$ cat config.mk
export PLATFORM = sky130hd
export DESIGN_NAME = gaussian_stream_ctrl
export DESIGN_NICKNAME = d
export VERILOG_FILES = /design/src/rtl/gaussian_stream_ctrl.sv
export SDC_FILE = /design/constraint.sdc
export NUM_CORES = 1
export LEC_CHECK = 0
export ABC_AREA = 1
export BUFFER_PORTS_ARGS = -buffer_cell sky130_fd_sc_hd__buf_2
export CAP_MARGIN = 20
export CORE_ASPECT_RATIO = 2
export CORE_MARGIN = 4
export CORE_UTILIZATION = 45
export DETAILED_ROUTE_END_ITERATION = 10
export PLACE_DENSITY_LB_ADDON = 0.25
export SLEW_MARGIN = 20
export SYNTH_ARGS = -nofsm -noshare
export SYNTH_HDL_FRONTEND = slang
export SYNTH_SLANG_ARGS = --single-unit
$ cat constraint.sdc
create_clock -name i_user_clk -period 9.8 [get_ports i_user_clk]
set_input_delay 2.94 -clock i_user_clk [delete_from_list [all_inputs] [get_ports i_user_clk]]
set_output_delay 2.94 -clock i_user_clk [all_outputs]
set_load 0.005 [all_outputs]
$ cat src/rtl/gaussian_stream_ctrl.sv
// Sequencer for the 3-line Gaussian filter: loads three line buffers from PCIe
// streams, reads them into the filter pipeline, buffers results and raises an interrupt.
module gaussian_stream_ctrl #(
   parameter int LINE_WORDS = 64,
   parameter int ADDR_W     = 6,
   parameter int DATA_W     = 64,
   parameter int FIFO_DEPTH = 8
) (
   input  logic                  i_user_clk,
   input  logic                  i_rst,
   input  logic                  i_user_wr_req,
   input  logic                  i_user_rd_req,
   input  logic [19:0]           i_user_addr,
   input  logic [31:0]           i_user_data,
   output logic [31:0]           o_user_data,
   output logic                  o_user_rd_ack,
   input  logic [2:0]            i_str_valid,
   output logic [2:0]            o_str_ack,
   output logic [2:0]            o_lbuf_wr_en,
   output logic [3*ADDR_W-1:0]   o_lbuf_wr_addr,
   output logic                  o_lbuf_rd_en,
   output logic [ADDR_W-1:0]     o_lbuf_rd_addr,
   input  logic                  i_filt_valid,
   input  logic [DATA_W-1:0]     i_filt_data,
   output logic                  o_out_valid,
   output logic [DATA_W-1:0]     o_out_data,
   input  logic                  i_out_ack,
   output logic                  o_intr_req,
   input  logic                  i_intr_ack
);

   localparam int CNT_W = ADDR_W + 1;
   localparam int PTR_W = $clog2(FIFO_DEPTH);
   localparam int IF_W  = PTR_W + 1;
   localparam logic [CNT_W-1:0] LAST_ADDR = CNT_W'(LINE_WORDS - 1);
   localparam logic [CNT_W-1:0] LINE_CNT  = CNT_W'(LINE_WORDS);
   localparam logic [IF_W:0]    DEPTH_SUM = (IF_W + 1)'(FIFO_DEPTH);

   typedef enum logic [1:0] {IDLE, RUN, DRAIN, INTR} state_t;

   state_t                     state, state_nxt;
   logic [2:0]                 full;
   logic [2:0][CNT_W-1:0]      wcnt;
   logic [CNT_W-1:0]           rd_addr;
   logic [CNT_W-1:0]           out_cnt;
   logic [IF_W-1:0]            inflight;
   logic [IF_W-1:0]            fifo_count;
   logic [PTR_W-1:0]           wr_ptr, rd_ptr;
   logic [DATA_W-1:0]          fifo_mem [FIFO_DEPTH];
   logic                       done, err;
   logic                       start_req, start_ok, intr_done;
   logic                       issue, push, pop, overflow, fifo_full, fifo_empty;
   logic [31:0]                status_word;
   logic                       unused_bits;

   assign unused_bits = ^{i_user_addr[19:4], i_user_addr[1:0], i_user_data[31:1]};

   assign start_req  = i_user_wr_req && (i_user_addr[3:2] == 2'd0) && i_user_data[0];
   assign start_ok   = start_req && (state == IDLE) && (full == 3'b111);
   assign intr_done  = (state == INTR) && i_intr_ack;
   assign fifo_full  = (fifo_count == IF_W'(FIFO_DEPTH));
   assign fifo_empty = (fifo_count == '0);
   assign push       = i_filt_valid && !fifo_full;
   assign overflow   = i_filt_valid && fifo_full;
   assign pop        = o_out_valid && i_out_ack;
   assign issue      = o_lbuf_rd_en;

   // Stream acks are gated by reset so every output reads 0 while it is held
   assign o_str_ack      = ((state == IDLE) && !i_rst) ? ~full : 3'b000;
   assign o_lbuf_wr_en   = i_str_valid & o_str_ack;
   assign o_lbuf_rd_en   = (state == RUN) &&
                           (({1'b0, inflight} + {1'b0, fifo_count}) < DEPTH_SUM);
   assign o_lbuf_rd_addr = rd_addr[ADDR_W-1:0];
   assign o_out_valid    = !fifo_empty;
   assign o_out_data     = fifo_empty ? '0 : fifo_mem[rd_ptr];
   assign o_intr_req     = (state == INTR);

   for (genvar k = 0; k < 3; k++) begin : g_waddr
      assign o_lbuf_wr_addr[k*ADDR_W +: ADDR_W] = wcnt[k][ADDR_W-1:0];
   end

   assign status_word = {25'd0, full, 1'b0, err, done, (state != IDLE)};

   always_ff @(posedge i_user_clk or posedge i_rst) begin
      if (i_rst) state <= IDLE;
      else       state <= state_nxt;
   end

   always_comb begin
      state_nxt = state;
      unique case (state)
         IDLE:  if (start_ok) state_nxt = RUN;
         RUN:   if (issue && (rd_addr == LAST_ADDR)) state_nxt = DRAIN;
         DRAIN: if ((out_cnt == LINE_CNT) && (inflight == '0)) state_nxt = INTR;
         INTR:  if (i_intr_ack) state_nxt = IDLE;
         default: state_nxt = IDLE;
      endcase
   end

   // Each line counter holds at the last address once its line is full
   always_ff @(posedge i_user_clk or posedge i_rst) begin
      if (i_rst) begin
         full <= '0;
         wcnt <= '0;
      end else if (intr_done) begin
         full <= '0;
         wcnt <= '0;
      end else begin
         for (int k = 0; k < 3; k++) begin
            if (o_lbuf_wr_en[k]) begin
               if (wcnt[k] == LAST_ADDR) full[k] <= 1'b1;
               else                      wcnt[k] <= wcnt[k] + CNT_W'(1);
            end
         end
      end
   end

   always_ff @(posedge i_user_clk or posedge i_rst) begin
      if (i_rst) begin
         rd_addr  <= '0;
         inflight <= '0;
      end else begin
         if (start_ok)   rd_addr <= '0;
         else if (issue) rd_addr <= rd_addr + CNT_W'(1);
         unique case ({issue, i_filt_valid})
            2'b10:   inflight <= inflight + IF_W'(1);
            2'b01:   if (inflight != '0) inflight <= inflight - IF_W'(1);
            default: inflight <= inflight;
         endcase
      end
   end

   always_ff @(posedge i_user_clk or posedge i_rst) begin
      if (i_rst) begin
         wr_ptr     <= '0;
         rd_ptr     <= '0;
         fifo_count <= '0;
      end else begin
         if (push) wr_ptr <= wr_ptr + PTR_W'(1);
         if (pop)  rd_ptr <= rd_ptr + PTR_W'(1);
         unique case ({push, pop})
            2'b10:   fifo_count <= fifo_count + IF_W'(1);
            2'b01:   fifo_count <= fifo_count - IF_W'(1);
            default: fifo_count <= fifo_count;
         endcase
      end
   end

   always_ff @(posedge i_user_clk) begin
      if (push) fifo_mem[wr_ptr] <= i_filt_data;
   end

   // A rejected start or a dropped filter word leaves err set until the next good start
   always_ff @(posedge i_user_clk or posedge i_rst) begin
      if (i_rst) begin
         done    <= 1'b0;
         err     <= 1'b0;
         out_cnt <= '0;
      end else if (start_ok) begin
         done    <= 1'b0;
         err     <= 1'b0;
         out_cnt <= '0;
      end else begin
         if (start_req || overflow) err <= 1'b1;
         if (pop)                   out_cnt <= out_cnt + CNT_W'(1);
         if (intr_done)             done <= 1'b1;
      end
   end

   always_ff @(posedge i_user_clk or posedge i_rst) begin
      if (i_rst) begin
         o_user_rd_ack <= 1'b0;
         o_user_data   <= '0;
      end else begin
         o_user_rd_ack <= i_user_rd_req;
         if (i_user_rd_req) begin
            unique case (i_user_addr[3:2])
               2'd1:    o_user_data <= status_word;
               2'd2:    o_user_data <= 32'(out_cnt);
               default: o_user_data <= '0;
            endcase
         end else begin
            o_user_data <= '0;
         end
      end
   end

endmodule

==> out/results.ini, run 1 <==
[placed_design]
gp_congestion = 0.7756
io_buffers = 181
place_area_mm2 = 0.02509
dpl.hpwl_mm = 30.51

[power_and_ir_drop]
combPwrFrac_pct = 33.3
p_int_mw = 5.110
leakagePower_nw = 9.857
p_switching_mw = 2.850
power_frac_seq_pct = 41.2
pwr-share-clk_pct = 25.5
powerDensity_mw_per_mm2 = 297.2
swShare_pct = 35.81
peakVddDrop_uv = 235.0

[floorplan]
start_util_pct = 45.43
die_area_mm2 = 0.05719
core_mm2 = 0.05271
die_height_um = 334.2
fp-row-count = 119
pin_count = 256
die_w_um = 171.1

[routing]
route.vias.total = 15230
viasPerCell = 5.481
postRouteAntennaNets = 0
drt-total-wl_mm = 56.10
dr_wl_met3_mm = 2.828
top_layer_used = met5
drcViolationCount = 0
drt-met1-wl_mm = 22.05
dr.pass1.iters = 6
wl_per_cell_um = 20.19
wl_met2_mm = 29.59
drt_iter0_markers = 1136

[grt]
grt_pass1_wl_mm = 86.17
grt_overflow = 0
antenna_found_initial = 7
grt_pass1_vias = 15560
grt_use_total_pct = 19.21
grt_max_degree = 259

[sta]
finClkSkew_ps = 20.49
post-route-period-util_pct = 69.78
setup-tns-final_ps = 0
slew_viol_final = 0
layout_min_cycle_time_ps = 6839
rsz0062_at_grt = false
setup_viol = 0
tightestPinTransition_ps = 1117
maxSlewHeadroom_pct = 25.51
fmax_mhz = 146.2
finalHoldViolations = 0

[cells_and_area]
final_nets = 2220
fin_area_mm2 = 0.02678
syn2layout_area_growth_pct = 11.86
drive_gt1_share_pct = 14.14

[logic_synthesis]
synth-async-reset-ratio_pct = 11.11
synth-seq-cells = 576
yosys_warnings = 0
synth_top_cell_by_area = edfxtp_1
synth_edf_count = 512
synth.most_common_cell = edfxtp_1
synthTopCellsByArea = edfxtp_1 64%, nor2_1 6.8%, dfrtp_1 6.7%
yosysUniqueCellTypes = 34
ys.flop_type = edfxtp_1
synthCells = 1945
yosysSeqAreaShare_pct = 70.90
synth_top_area_share_pct = 64.21
syn-cell-area_mm2 = 0.02394
synth_common_cells = 512 x edfxtp_1, 434 x nor2_1, 291 x o21ai_0
syn_area_per_cell_um2 = 12.31

[critical_path]
crit_arrival_ps = 3900
crit_fanout = 86
critPathRequiredTime_ps = 6860
endpoint_kind = primary output
start_kind = register
critPathKind = register to primary output

[clock_tree]
cts_made_buffers = 50
cts-root-buf = clkbuf_16
cts.sinks = 576
hold_buffers = 0
clk_latency_ps = 590
cts_resized = 0
tritoncts = built
clkTransAtPathRegs_ps = 70
h-tree-depth = 2
clk_path_buf_depth = 3
cts_setup_buffers = 0

[worst_hold_path]
hold_class = register to register

[status]
run_status = finished clean

[flow_run]
maxCapViolations = 0

-- kinds of logic (layout without fill, tap and decap cells) --
| family | count (synthesis) | after routing | synth area share (%) |
|---|---|---|---|
| AND/OR/NAND/NOR | 602 | 602 | 9.882 |
| flip-flops | 576 | 576 | 70.90 |
| AO/OA/AOI/OAI | 434 | 434 | 9.490 |
| buffers and inverters | 222 | 361 | 4.881 |
| multiplexers | 64 | 64 | 2.676 |
| adder cells (fa/ha/maj) | 26 | 26 | 1.421 |
| XOR/XNOR | 20 | 20 | 0.7316 |
| other | 1 | 30 | 0.01566 |
-- worst max-delay path: stages (launching register included) --
cell and delay [ps]:
dfrtp_4 750, buf_4 600, buf_4 880, nor2_1 140
nor2_1 110, o21ai_0 90, o21ai_0 110, o21ai_1 80
nor2_1 300, buf_2 180
-- final cells by class --
cell class                      count  area (µm²)
Multi-Input combinational cell   1171        5953
Tap cell                          665       832.0
Sequential cell                   576       16990
Antenna cell                        5       12.51
Timing Repair Buffer              198        1046
Clock buffer                       54        1287
Fill cell                        4553       25920
Clock inverter                     38       394.1
Inverter                           71       272.8
-- layer usage --
metal,GRT usage (%),up-vias
met2,35.03,398
li1,-,7094
met4,6.546,6
met3,3.418,107
met5,0,-
met1,22.57,7622
-- through the flow --
step / instances / worst slack (ps) / hold WS (ps) / power (mW) / util (%)
floorplan: 1969 / 1936 / 476.2 / 5.091 / -
global placement: 2681 / 3124 / 499.2 / 5.936 / 47.60
detailed placement: 2681 / 3115 / 507.8 / 6.032 / 47.60
CTS: 2773 / 2880 / 524.0 / 8.070 / 50.79
global route: 2775 / 2584 / 549.8 / 8.477 / 50.80
finish: 2778 / 2961 / 518.1 / 7.960 / 50.81
-- cell usage in the layout (no fill, tap or decap), drive strengths merged, types with 2 or more instances in the layout --
cell / synthesis / layout
buf: 81 / 198
nand3b: 2 / 2
xor2: 15 / 15
o22ai: 64 / 64
nor2: 434 / 434
nand2: 106 / 106
ha: 24 / 24
bufinv: 0 / 7
xnor2: 5 / 5
diode: 0 / 5
fa: 2 / 2
a21oi: 12 / 12
o31ai: 5 / 5
edfxtp: 512 / 512
conb: 1 / 25
o21ai: 350 / 350
mux2i: 64 / 64
nand3: 39 / 39
clkinvlp: 0 / 5
clkinv: 0 / 24
inv: 71 / 73
clkbuf: 70 / 54
nor3: 4 / 4
or2: 3 / 3
nand4: 13 / 13
dfrtp: 64 / 64
-- power groups by stage --
| stage | Sequential [mW] | Combinational (mW) | Clock [mW] |
|---|---|---|---|
| floorplan | 3.26 | 1.83 | 0 |
| global placement | 3.31 | 2.62 | 0 |
| detailed placement | 3.33 | 2.70 | 0 |
| CTS | 3.28 | 2.71 | 2.08 |
| global route | 3.31 | 3.00 | 2.17 |
| finish | 3.28 | 2.65 | 2.03 |
-- registers in the layout, summed over array words and instances (netlist names) --
name and flops:
fifo_count 4, o_user_data 7, full 3, wr_ptr 3
inflight 4, out_cnt 7, fifo_mem 512, o_user_rd_ack 1
wcnt 3, err 1, o_lbuf_wr_addr 18, done 1
rd_addr 7, rd_ptr 3, state 2
-- worst paths after layout --
kind / startpoint / end / slack, ps / cells after the start
max: rd_ptr[0] / o_out_data[29] / 2960 / 9
min: err / err / 520 / 1
max reg2reg: fifo_count[0] / fifo_count[3] / 6500 / 12
min reg2reg: err / err / 520 / 1
max in group asynchronous: i_rst / rd_ptr[0] / 6490 / 3
min in group asynchronous: i_rst / o_lbuf_wr_addr[8] / 2640 / 3
Note: power is estimated with default switching activity, not from simulation.
==> run 2, diff against run 1 <==
- clock period: 9.8 -> 6.7 ns (I/O delays scaled with it)
==> run 2 against run 1 <==
  * Utilization is 0.18 points higher
  * Via count is 0.93% higher
  * Count of clock-buffer cells in the layout is 11 higher
  * Global-route usage is 0.15 points lower
  * Die area stayed put
  * Final area is 0.35% higher
  * Wire length is 0.80% lower
  * Sequential share of layout area is 0.22 points lower
  * Largest power group unchanged
  * Highest routed layer unchanged
==> out/results.ini, run 2 (synthesized netlist as in run 1, its figures left out) <==
[clock_tree]
clk_path_buf_depth = 3  ; unchanged
hold_buffers = 0  ; unchanged
tritoncts = built
cts_setup_buffers = 0  ; unchanged
cts_resized = 0  ; unchanged
clk_latency_ps = 600  ; about the same
cts.sinks = 576  ; unchanged
clkTransAtPathRegs_ps = 70  ; about the same
cts_made_buffers = 50  ; unchanged
h-tree-depth = 2  ; unchanged
cts-root-buf = clkbuf_16

[power_and_ir_drop]
pwr-share-clk_pct = 25.1  ; -0.4 points
combPwrFrac_pct = 33.1  ; -0.2 points
swShare_pct = 35.77  ; -0.039 points
peakVddDrop_uv = 315.7  ; +34%
powerDensity_mw_per_mm2 = 432.7  ; +46%
leakagePower_nw = 9.889  ; +0.33%
power.total_mw = 11.63  ; +46%
power_frac_seq_pct = 41.8  ; +0.6 points
p_switching_mw = 4.160  ; +46%
p_int_mw = 7.470  ; +46%

[worst_hold_path]
hold_class = register to register
hp-start = err
hold_path_depth = 1  ; unchanged
min_to = err

[sta]
fmax_mhz = 186.0
finClkSkew_ps = 22.91  ; +2.419 ps
maxSlewHeadroom_pct = 26.71  ; +1.2 points
rsz0062_at_grt = false
post-route-period-util_pct = 80.25
setup-tns-final_ps = 0  ; unchanged
layout_min_cycle_time_ps = 5377
slew_viol_final = 0  ; unchanged
tightestPinTransition_ps = 1099  ; -18.10 ps
finalHoldViolations = 0  ; unchanged
setup_viol = 0  ; unchanged

[cells_and_area]
multi_input_area_mm2 = 0.005953  ; unchanged
fillers = 4510  ; -0.94%
syn2layout_area_growth_pct = 12.25
layoutNonFillerInstCount = 2790  ; +0.43%
final_common_cell = edfxtp_1
top_register = fifo_mem
mostFrequentLayoutCells = 512 x edfxtp_1, 426 x nor2_1, 291 x o21ai_0
final_nets = 2228  ; +0.36%
largest_reg_flops = 512  ; unchanged
drive_gt1_share_pct = 14.21  ; +0.075 points
seqCellArea_mm2 = 0.01699  ; unchanged

[critical_path]
crit_arrival_ps = 3370  ; -530 ps
critPathKind = register to primary output
critPathRequiredTime_ps = 4690  ; -2170 ps
r2r-end = fifo_count[3]
start_kind = register
r2r_cells = 11  ; -1
crit_fanout = 99  ; +15%
endpoint_kind = primary output
r2r_slack_ps = 3320  ; -3180 ps
r2r-start = fifo_count[0]

[status]
run_status = finished clean

[floorplan]
die_height_um = 334.2  ; unchanged
pin_count = 256  ; unchanged
fp-row-count = 119  ; unchanged
die_area_mm2 = 0.05719  ; unchanged
start_util_pct = 45.43  ; unchanged
die_w_um = 171.1  ; unchanged
core_mm2 = 0.05271  ; unchanged

[grt]
grt_max_degree = 137  ; -47%
grt_overflow = 0  ; unchanged
antenna_found_initial = 7  ; unchanged
grt_pass1_wl_mm = 85.36  ; -0.94%
grt_use_total_pct = 19.06  ; -0.15 points
grt_pass1_vias = 15460  ; -0.60%

[routing]
wl_per_cell_um = 19.95  ; -1.2%
dr.pass1.iters = 5  ; -1
postRouteAntennaNets = 0  ; unchanged
viasPerCell = 5.508  ; +0.49%
route.vias.total = 15370  ; +0.93%
drt-total-wl_mm = 55.65  ; -0.80%
drcViolationCount = 0  ; unchanged
drt_iter0_markers = 1024  ; -9.9%

[flow_run]
maxCapViolations = 0  ; unchanged

[placed_design]
dp.cells = 2689  ; +0.30%
gp_congestion = 0.7784  ; +0.36%
dpl.hpwl_mm = 30.75  ; +0.79%
io_buffers = 181  ; unchanged

==> run 2: through the flow <==
step                util [%]  hold slack [ps]  setup WS (ps)  area (µm²)
finish                 50.99            516.7           1323       26880
global placement       47.81            500.5           1892       25200
detailed placement     47.81            502.2           1866       25200
global route           50.97            551.2           1068       26860
CTS                    50.96            516.8           1225       26860
floorplan                  -            476.2          695.5       24030
==> run 2: final cells by class <==
cell class / count / area share, %
Tap cell: 665 / 3.096
Antenna cell: 7 / 0.06518
Inverter: 71 / 1.015
Clock inverter: 29 / 1.234
Clock buffer: 65 / 4.939
Sequential cell: 576 / 63.20
Multi-Input combinational cell: 1171 / 22.15
Timing Repair Buffer: 206 / 4.302
==> run 2: metal layers <==
| layer | routed length (µm) | vias to the layer above | track usage, % |
|---|---|---|---|
| met3 | 2918 | 119 | 3.394 |
| met1 | 21630 | 7675 | 21.95 |
| met5 | 14 | - | 0 |
| li1 | - | 7106 | - |
| met2 | 29320 | 464 | 34.81 |
| met4 | 1760 | 4 | 7.356 |
==> run 2: power by group through the flow <==
stage / Sequential [mW] / Clock (mW) / Combinational [mW]
6_report: 4.86 / 2.92 / 3.85
2_1_floorplan: 4.77 / 0 / 2.68
3_5_place_dp: 4.94 / 0 / 3.89
5_1_grt: 4.92 / 3.13 / 4.33
4_1_cts: 4.87 / 2.98 / 3.92
3_3_place_gp: 4.91 / 0 / 3.78
==> run 2: worst max-delay path by stage <==
stage                          from               to  slack [ps]
after floorplan               i_rst  o_lbuf_wr_en[2]         700
after global placement        i_rst  o_lbuf_wr_en[2]        1890
after detailed placement      i_rst  o_lbuf_wr_en[2]        1870
after CTS                 rd_ptr[0]   o_out_data[29]        1220
after global routing      rd_ptr[0]   o_out_data[29]        1070
final                     rd_ptr[0]   o_out_data[30]        1320
==> run 2: worst max-delay path, stage by stage, from the launching register on <==
cell and delay, ps:
dfrtp_4 750, inv_6 670, buf_12 450, o21ai_0 160, o21ai_0 100, o21ai_1 80
nor2_1 300, buf_2 180
==> run 3, diff against run 2 <==
- clock period: 6.7 -> 4.6 ns (I/O delays scaled with it)
==> run 3 against run 2 <==
  * Utilization grew 0.45 points
  * Final area increased by 0.88%
  * Non-clock buffer count up 10
  * Worst setup slack worse by 900 ps
  * Via count decreased by 0.77%
  * First-iteration DRC count up 2.7%
  * Sequential share of layout area shrank 0.55 points
  * Combinational power up 51%
  * Largest power group unchanged
==> out/results.ini, run 3 (synthesized netlist as in run 1, its figures left out) <==
[cells_and_area]
largest_reg_flops = 512  ; unchanged
drive_gt1_share_pct = 14.74  ; +0.52 points
top_register = fifo_mem
fin_area_mm2 = 0.02711  ; +0.88%
mostFrequentLayoutCells = 512 x edfxtp_1, 426 x nor2_1, 291 x o21ai_0
final_nets = 2237  ; +0.40%
final_common_cell = edfxtp_1
syn2layout_area_growth_pct = 13.23

[status]
run_status = finished clean

[clock_tree]
h-tree-depth = 2  ; unchanged
hold_buffers = 0  ; unchanged
cts_made_buffers = 49  ; -2.0%
clk_path_buf_depth = 3  ; unchanged
cts.sinks = 576  ; unchanged
cts_resized = 0  ; unchanged
cts_setup_buffers = 0  ; unchanged
clkTransAtPathRegs_ps = 70  ; about the same
tritoncts = built
cts-root-buf = clkbuf_16
clk_latency_ps = 580  ; -20 ps

[floorplan]
die_height_um = 334.2  ; unchanged
core_mm2 = 0.05271  ; unchanged
start_util_pct = 45.43  ; unchanged
fp-row-count = 119  ; unchanged
die_area_mm2 = 0.05719  ; unchanged
pin_count = 256  ; unchanged
die_w_um = 171.1  ; unchanged

[sta]
layout_min_cycle_time_ps = 4176
maxSlewHeadroom_pct = 28.70  ; +2.0 points
tightestPinTransition_ps = 1070  ; -29.78 ps
setup_viol = 0  ; unchanged
rsz0062_at_grt = false
finalHoldViolations = 0  ; unchanged
fmax_mhz = 239.5
slew_viol_final = 0  ; unchanged
post-route-period-util_pct = 90.79
finClkSkew_ps = 15.48  ; -7.431 ps
holdWs_ps = 515.0  ; -1.750 ps

[critical_path]
crit_arrival_ps = 2800  ; -570 ps
critical_path_buf_inv_count = 2  ; -1
cp_common_cell = nor2_1
critPathMaxStageDelay_ps = 830  ; +80 ps
start_kind = register
r2r-start = fifo_count[0]
crit_fanout = 54  ; -45%
r2r_cells = 11  ; unchanged
r2r_slack_ps = 1470  ; -1850 ps
endpoint_kind = primary output
critPathKind = register to primary output
critPathTopFamily = flip-flops
crit_chain = buf_4 > o21ai_0 > o22ai_1 > nor2_1 > nor2_1 > buf_2
critPathSlowestCell = dfrtp_4
critPathRequiredTime_ps = 3220  ; -1470 ps
r2r-end = fifo_count[3]

[routing]
wl_per_cell_um = 19.60  ; -1.7%
drt_iter0_markers = 1052  ; +2.7%
route.vias.total = 15250  ; -0.77%
drcViolationCount = 0  ; unchanged
viasPerCell = 5.462  ; -0.84%
drt-total-wl_mm = 54.73  ; -1.6%
postRouteAntennaNets = 0  ; unchanged
dr.pass1.iters = 6  ; +1

[power_and_ir_drop]
peakVddDrop_uv = 412.4  ; +31%
leakagePower_nw = 10.01  ; +1.2%
powerDensity_mw_per_mm2 = 632.5  ; +46%

[placed_design]
gp_congestion = 0.7818  ; +0.44%
place_area_mm2 = 0.02540  ; +0.79%
dpl.hpwl_mm = 31.11  ; +1.2%
io_buffers = 181  ; unchanged

[grt]
antenna_found_initial = 8  ; +1
grt_pass1_wl_mm = 83.21  ; -2.5%
grt_use_total_pct = 18.65  ; -0.41 points
grt_overflow = 0  ; unchanged
grt_max_degree = 103  ; -25%
grt_pass1_vias = 15170  ; -1.9%

[worst_hold_path]
hp-start = err
min_to = err
hold_class = register to register
hold_path_depth = 1  ; unchanged

[flow_run]
maxCapViolations = 0  ; unchanged

[run 3: cell types whose count changed in the layout (fill, tap and decap cells not counted), sizes merged]
cell / previous run / this run
diode: 7 / 3
bufinv: 6 / 9
buf: 206 / 216
inv: 73 / 71
clkbuf: 65 / 59
clkinv: 16 / 18
clkinvlp: 5 / 4
[run 3: worst max path at each step]
stage	startpoint	depth (start not counted)	to
5_1_grt	rd_ptr[0]	8	o_out_data[44]
4_1_cts	rd_ptr[1]	6	o_out_data[59]
6_report	rd_ptr[1]	6	o_out_data[26]
3_5_place_dp	i_rst	7	o_lbuf_wr_en[1]
3_3_place_gp	i_rst	7	o_lbuf_wr_en[1]
2_1_floorplan	i_filt_valid	3	fifo_mem[0][0]
[run 3: area by class of cell]
cell class              count  area [µm²]
fillers                  4468       25600
multi-input cells        1171        5953
clock buffers              59        1306
repair buffers            216        1356
well taps                 665       832.0
inverters                  71       272.8
flip-flops and latches    576       16990
clock inverters            31       397.9
diodes                      3       7.507
[run 3: power breakdown]
group | internal (mW) | total [mW] | switching, mW | leakage (nW)
Sequential | 6.56 | 6.99 | 0.427 | 5.45
Combinational | 2.02 | 5.81 | 3.78 | 3.73
Clock | 2.54 | 4.35 | 1.81 | 0.832
Total | 11.1 | 17.1 | 6.02 | 10.0
[run 3: metrics by stage]
stage	setup slack, ps	TNS [ps]	instances	util [%]	total power, mW
CTS	406.4	0	2789	51.42	17.35
global route	282.4	0	2790	51.43	18.23
detailed placement	1020	0	2699	48.19	12.97
finish	423.8	0	2792	51.44	17.15
global placement	1027	0	2699	48.19	12.81
floorplan	-353.3	-90430	1969	-	10.84
[run 3: layer usage]
metal  vias to the layer above  part of all wire, %  GRT usage (%)
li1                       7119                    -              -
met1                      7563                   39          21.88
met2                       458                   52          33.83
met3                       102                  6.0          3.430
met4                         8                  2.8          6.648
met5                         -                0.088              0
